### config.mk
export PLATFORM = sky130hd
export DESIGN_NAME = rise_time_monitor
export DESIGN_NICKNAME = d
export VERILOG_FILES = /design/src/rtl/analog_meas_pkg.sv /design/src/rtl/rise_time_monitor.sv
export SDC_FILE = /design/constraint.sdc
export NUM_CORES = 1
export LEC_CHECK = 0
export ABC_CLOCK_PERIOD_IN_PS = 2900
export CAP_MARGIN = 25
export CORE_MARGIN = 2
export CORE_UTILIZATION = 40
export DETAILED_ROUTE_END_ITERATION = 16
export GPL_TIMING_DRIVEN = 0
export PLACE_DENSITY = 0.62
export SETUP_SLACK_MARGIN = 0.05
export SLEW_MARGIN = 30
export SYNTH_ARGS = -nofsm -noshare
export SYNTH_HDL_FRONTEND = slang
export SYNTH_SLANG_ARGS = --single-unit
### constraint.sdc
create_clock -name clk -period 2.9 [get_ports clk]
set_clock_uncertainty 0.2 [all_clocks]
set_input_delay 0.58 -clock clk [delete_from_list [all_inputs] [get_ports clk]]
set_output_delay 0.58 -clock clk [all_outputs]
set_load 0.05 [all_outputs]
### src/rtl/analog_meas_pkg.sv
// Shared types and default thresholds for the analog measurement monitors.
// Thresholds assume the integrator's 7-bit quantised output and its 105-count full scale.
package analog_meas_pkg;

  typedef enum logic [1:0] {
    StWaitLow = 2'd0,
    StArmed   = 2'd1,
    StRising  = 2'd2,
    StHigh    = 2'd3
  } mon_state_e;

  localparam int unsigned FullScale     = 105;
  localparam int unsigned LowThDefault  = 21;   // ~20% of full scale
  localparam int unsigned HighThDefault = 84;   // ~80% of full scale
  localparam int unsigned CntWDefault   = 16;

endpackage

### src/rtl/rise_time_monitor.sv
// Hysteretic low-to-high transition detector that measures rise time in clk cycles.
// All outputs are registered; a condition sampled at an edge shows up right after it.
module rise_time_monitor
  import analog_meas_pkg::*;
#(
  parameter int unsigned WIDTH   = 7,
  parameter int unsigned LOW_TH  = LowThDefault,
  parameter int unsigned HIGH_TH = HighThDefault,
  parameter int unsigned CNT_W   = CntWDefault,
  parameter int unsigned TIMEOUT = 4000
) (
  input  logic             clk,
  input  logic             reset,
  input  logic             en,
  input  logic [WIDTH-1:0] sample,
  output logic             meas_valid,
  output logic [CNT_W-1:0] meas_cycles,
  output logic             meas_timeout,
  output logic             level_hi,
  output logic [7:0]       rise_count
);

  localparam logic [WIDTH-1:0] LowTh      = WIDTH'(LOW_TH);
  localparam logic [WIDTH-1:0] HighTh     = WIDTH'(HIGH_TH);
  localparam logic [CNT_W-1:0] TimeoutCnt = CNT_W'(TIMEOUT);

  mon_state_e       state_q, state_d;
  logic [CNT_W-1:0] cnt_q, cnt_d;
  logic [CNT_W-1:0] meas_cycles_q, meas_cycles_d;
  logic             meas_valid_q, meas_valid_d;
  logic             meas_timeout_q, meas_timeout_d;
  logic             level_hi_q, level_hi_d;
  logic [7:0]       rise_count_q, rise_count_d;

  logic is_low, is_high;

  assign is_low  = (sample <= LowTh);
  assign is_high = (sample >= HighTh);

  always_comb begin
    state_d        = state_q;
    cnt_d          = cnt_q;
    meas_cycles_d  = meas_cycles_q;
    meas_valid_d   = 1'b0;
    meas_timeout_d = 1'b0;
    level_hi_d     = level_hi_q;
    rise_count_d   = rise_count_q;

    if (!en) begin
      state_d    = StWaitLow;
      cnt_d      = '0;
      level_hi_d = 1'b0;
    end else begin
      unique case (state_q)
        // A power-up above the low threshold is never measured.
        StWaitLow: begin
          if (is_low) state_d = StArmed;
        end
        StArmed: begin
          if (is_high) begin
            state_d       = StHigh;
            meas_valid_d  = 1'b1;
            meas_cycles_d = '0;
            rise_count_d  = rise_count_q + 8'd1;
            level_hi_d    = 1'b1;
          end else if (!is_low) begin
            state_d = StRising;
            cnt_d   = CNT_W'(1);
          end
        end
        StRising: begin
          if (is_high) begin
            state_d       = StHigh;
            meas_valid_d  = 1'b1;
            meas_cycles_d = cnt_q;
            rise_count_d  = rise_count_q + 8'd1;
            level_hi_d    = 1'b1;
            cnt_d         = '0;
          end else if (is_low) begin
            state_d = StArmed;
            cnt_d   = '0;
          end else if (cnt_q == TimeoutCnt) begin
            state_d        = StWaitLow;
            meas_timeout_d = 1'b1;
            cnt_d          = '0;
          end else begin
            cnt_d = cnt_q + CNT_W'(1);
          end
        end
        // Mid-band samples keep level_hi set; only a low sample clears it.
        StHigh: begin
          if (is_low) begin
            state_d    = StArmed;
            level_hi_d = 1'b0;
          end
        end
        default: begin
          state_d = StWaitLow;
          cnt_d   = '0;
        end
      endcase
    end
  end

  always_ff @(posedge clk or negedge reset) begin
    if (!reset) begin
      state_q        <= StWaitLow;
      cnt_q          <= '0;
      meas_cycles_q  <= '0;
      meas_valid_q   <= 1'b0;
      meas_timeout_q <= 1'b0;
      level_hi_q     <= 1'b0;
      rise_count_q   <= '0;
    end else begin
      state_q        <= state_d;
      cnt_q          <= cnt_d;
      meas_cycles_q  <= meas_cycles_d;
      meas_valid_q   <= meas_valid_d;
      meas_timeout_q <= meas_timeout_d;
      level_hi_q     <= level_hi_d;
      rise_count_q   <= rise_count_d;
    end
  end

  assign meas_valid   = meas_valid_q;
  assign meas_cycles  = meas_cycles_q;
  assign meas_timeout = meas_timeout_q;
  assign level_hi     = level_hi_q;
  assign rise_count   = rise_count_q;

endmodule

==> impl_metrics.env <==
export IMPL_grt_pass1_vias=1706
export IMPL_fp_row_count=27
export IMPL_avgSynthCellArea_um2=10.9
export IMPL_worst_slew_pin_slew_ns=0.565
export IMPL_vias_per_cell=5.51
export IMPL_diodes=0
export IMPL_arrival_ns=2.54
export IMPL_place_inst=321
export IMPL_grt_max_degree=46
export IMPL_path_max_fanout=10
export IMPL_crit_path_start_kind="input pin"
export IMPL_vias=1814
export IMPL_clk_pin_slew_ns=0.10
export IMPL_hold_violations=0
export IMPL_end_kind="flop"
export IMPL_final_period_utilization_pct=87.6
export IMPL_initial_core_util_pct=41.9
export IMPL_rsz0062_at_grt="false"
export IMPL_fmax_mhz=393
export IMPL_cts_root_buf="clkbuf_8"
export IMPL_vdd_drop_max_uv=473
export IMPL_leakagePower_nw=1.22
export IMPL_period_needed_ns=2.54
export IMPL_yosys_register_bits=45
export IMPL_stdcell_count=329
export IMPL_cts_resized=0
export IMPL_ant_nets=0
export IMPL_first_pass_iters=4
export IMPL_finalWeightedCongestion=0.772
export IMPL_core_area_um2=5540
export IMPL_cts_setup_buffers=0
export IMPL_criticalPathCategory="input pin to flop"
export IMPL_groute_usage_overall_pct=17.6
export IMPL_fin_util_pct=51.8
export IMPL_syn_nets=230
export IMPL_area_delta_synth_final_pct=23.7
export IMPL_layout_commonest_cell="dfrtp_1"
export IMPL_async_flop_share_pct=100
export IMPL_crit_chain="clkdlybuf4s50_1 > a211oi_1 > nor3_2 > o21bai_2 > buf_2 > nor3_1 > a221o_1"
export IMPL_routed_wl_um=5020
export IMPL_drc=0
export IMPL_worst_path_max_delay_cell="clkdlybuf4s50_1"
export IMPL_die_w_um=80.2
export IMPL_setup_tns_ns=0
export IMPL_cts_tree="done"
export IMPL_status="finished, final reports clean"
export IMPL_wl_per_cell_um=15.3
export IMPL_worst_r2r_setup_slack_ns=0.60
export IMPL_path_delay_family="compound AO/OA/AOI/OAI gates"
export IMPL_io_pins=37
export IMPL_dieArea_um2=6430
export IMPL_antenna_found_initial=0
export IMPL_nets=272
export IMPL_nFillCells=516
export IMPL_cpPeakStageDelay_ns=0.48
export IMPL_cts_made_buffers=5
export IMPL_yosys_warnings=0
export IMPL_drv_slew=0
export IMPL_power_density_nw_per_um2=609
export IMPL_layout_drive_gt1_share_pct=10.9
export IMPL_setup_viol=0
export IMPL_synth_ff_type="dfrtp_1"
export IMPL_cts_hold_buf=0
export IMPL_insertion_delay_ns=0.31
export IMPL_htreeDepth=2
export IMPL_max_slew_margin_pct=62.1
export IMPL_ys_seq_area_share_pct=48.5
export IMPL_final_cell_mix="dfrtp_1 (45), clkdlybuf4s50_1 (34), nand2_1 (18), a22o_1 (18), nor3_1 (13)"
export IMPL_cts_sinks=45
export IMPL_cts_buffer_depth=2
export IMPL_grt_pass1_wl_um=8710
export IMPL_dp_hpwl_um=3550
export IMPL_maxCapViolCount=0
export IMPL_crit_required_ns=2.90
export IMPL_synth_edf_count=0
export IMPL_drtIter0Drc=115
export IMPL_grt_overflow=0
export IMPL_die_h_um=80.2
export IMPL_synthDistinctLibCells=45
export IMPL_crit_buf_inv=2
export IMPL_hold_path_class="input pin to asynchronous set/reset pin"
export IMPL_port_buffers=35
export IMPL_syn_cell_area_um2=2320
export IMPL_synthCells=214
## synth_stat cells (3+ instances only)
cell type	n	area share [%]
xnor2_1	7	2.6
and3_1	5	1.3
buf_6	3	1.5
or3_1	3	0.81
dfrtp_1	45	48
nor4_1	4	1.1
and2_1	3	0.81
o21ai_0	5	1.1
nor3_1	13	2.8
nand2_1	18	2.9
mux2i_1	5	2.2
inv_1	7	1.1
a221o_1	12	5.2
buf_2	5	1.1
nor2b_1	3	0.81
nand4_1	4	1.1
nor4b_1	5	1.9
a22o_1	18	6.8
nor2_1	9	1.5
nand3_1	4	0.86
ha_1	6	3.2
## per-layer routing
layer  GRT usage, %  wire length [um]  up-vias
met5              0                 0        -
met4           6.10                55        0
met3           3.71               180        5
met2           25.8              2200       30
met1           25.7              2580      890
li1               -                 -      889
## kinds of logic after synthesis
group / synth area share (%)
and+or+nand+nor: 20.6
adders and majority gates: 3.23
muxes: 2.64
buffers and inverters: 4.63
xor gates and xnor gates: 3.02
AOI/OAI and AO/OA: 17.3
DFF: 48.5
## report_power, final
| group | internal (mW) | switching [mW] | leakage, nW | total, mW |
|---|---|---|---|---|
| registers | 0.681 | 0.0526 | 0.620 | 0.733 |
| clock network | 0.259 | 0.226 | 0.0554 | 0.485 |
| logic | 0.194 | 0.337 | 0.540 | 0.531 |
## state kept, by name, summed over array words and instances, names as in the netlist
register      cells
cnt_q            16
meas_cycles      16
rise_count        8
state_q           2
level_hi          1
meas_timeout      1
meas_valid        1
## stage by stage
step / cell area, um2 / power, mW / hold WS [ns] / setup WS [ns]
floorplan: 2320 / 1.11 / 0.0844 / 0.744
global placement: 2760 / 1.27 / 0.261 / -0.240
detailed placement: 2760 / 1.28 / 0.268 / 0.0214
CTS: 2870 / 1.77 / 0.0901 / 0.348
global route: 2870 / 1.85 / 0.113 / 0.176
finish: 2870 / 1.75 / 0.0570 / 0.358
## final cells by class
| type | instances | area [um2] | share of cell area, % |
|---|---|---|---|
| clock inverter | 2 | 38.8 | 1.35 |
| sequential | 45 | 1130 | 39.2 |
| timing repair buffer | 35 | 348 | 12.1 |
| buffer | 12 | 81.3 | 2.83 |
| inverter | 7 | 26.3 | 0.915 |
| multi-input combinational | 150 | 1090 | 37.9 |
| tap | 72 | 90.1 | 3.14 |
| clock buffer | 6 | 72.6 | 2.53 |
## worst reg2reg max path: stages (launching register included)
cell and delay, ns:
dfrtp_1 0.45, ha_1 0.25, nand3_1 0.13, or4b_1 0.52, buf_2 0.17, o21ai_0 0.16
nor3_1 0.06, a221o_1 0.25
## worst paths after layout
path                                            from                        end  cells past startpoint
max                                        sample[5]       cnt_q[6]$_DFFE_PN0P_                      7
min                                            reset       cnt_q[6]$_DFFE_PN0P_                      1
max reg2reg                     cnt_q[0]$_DFFE_PN0P_      cnt_q[12]$_DFFE_PN0P_                      7
min reg2reg                rise_count[7]$_DFFE_PN0P_  rise_count[7]$_DFFE_PN0P_                      1
max in group asynchronous                      reset      cnt_q[10]$_DFFE_PN0P_                      1
min in group clk           rise_count[7]$_DFFE_PN0P_  rise_count[7]$_DFFE_PN0P_                      1
(Power assumes the default switching activity.)
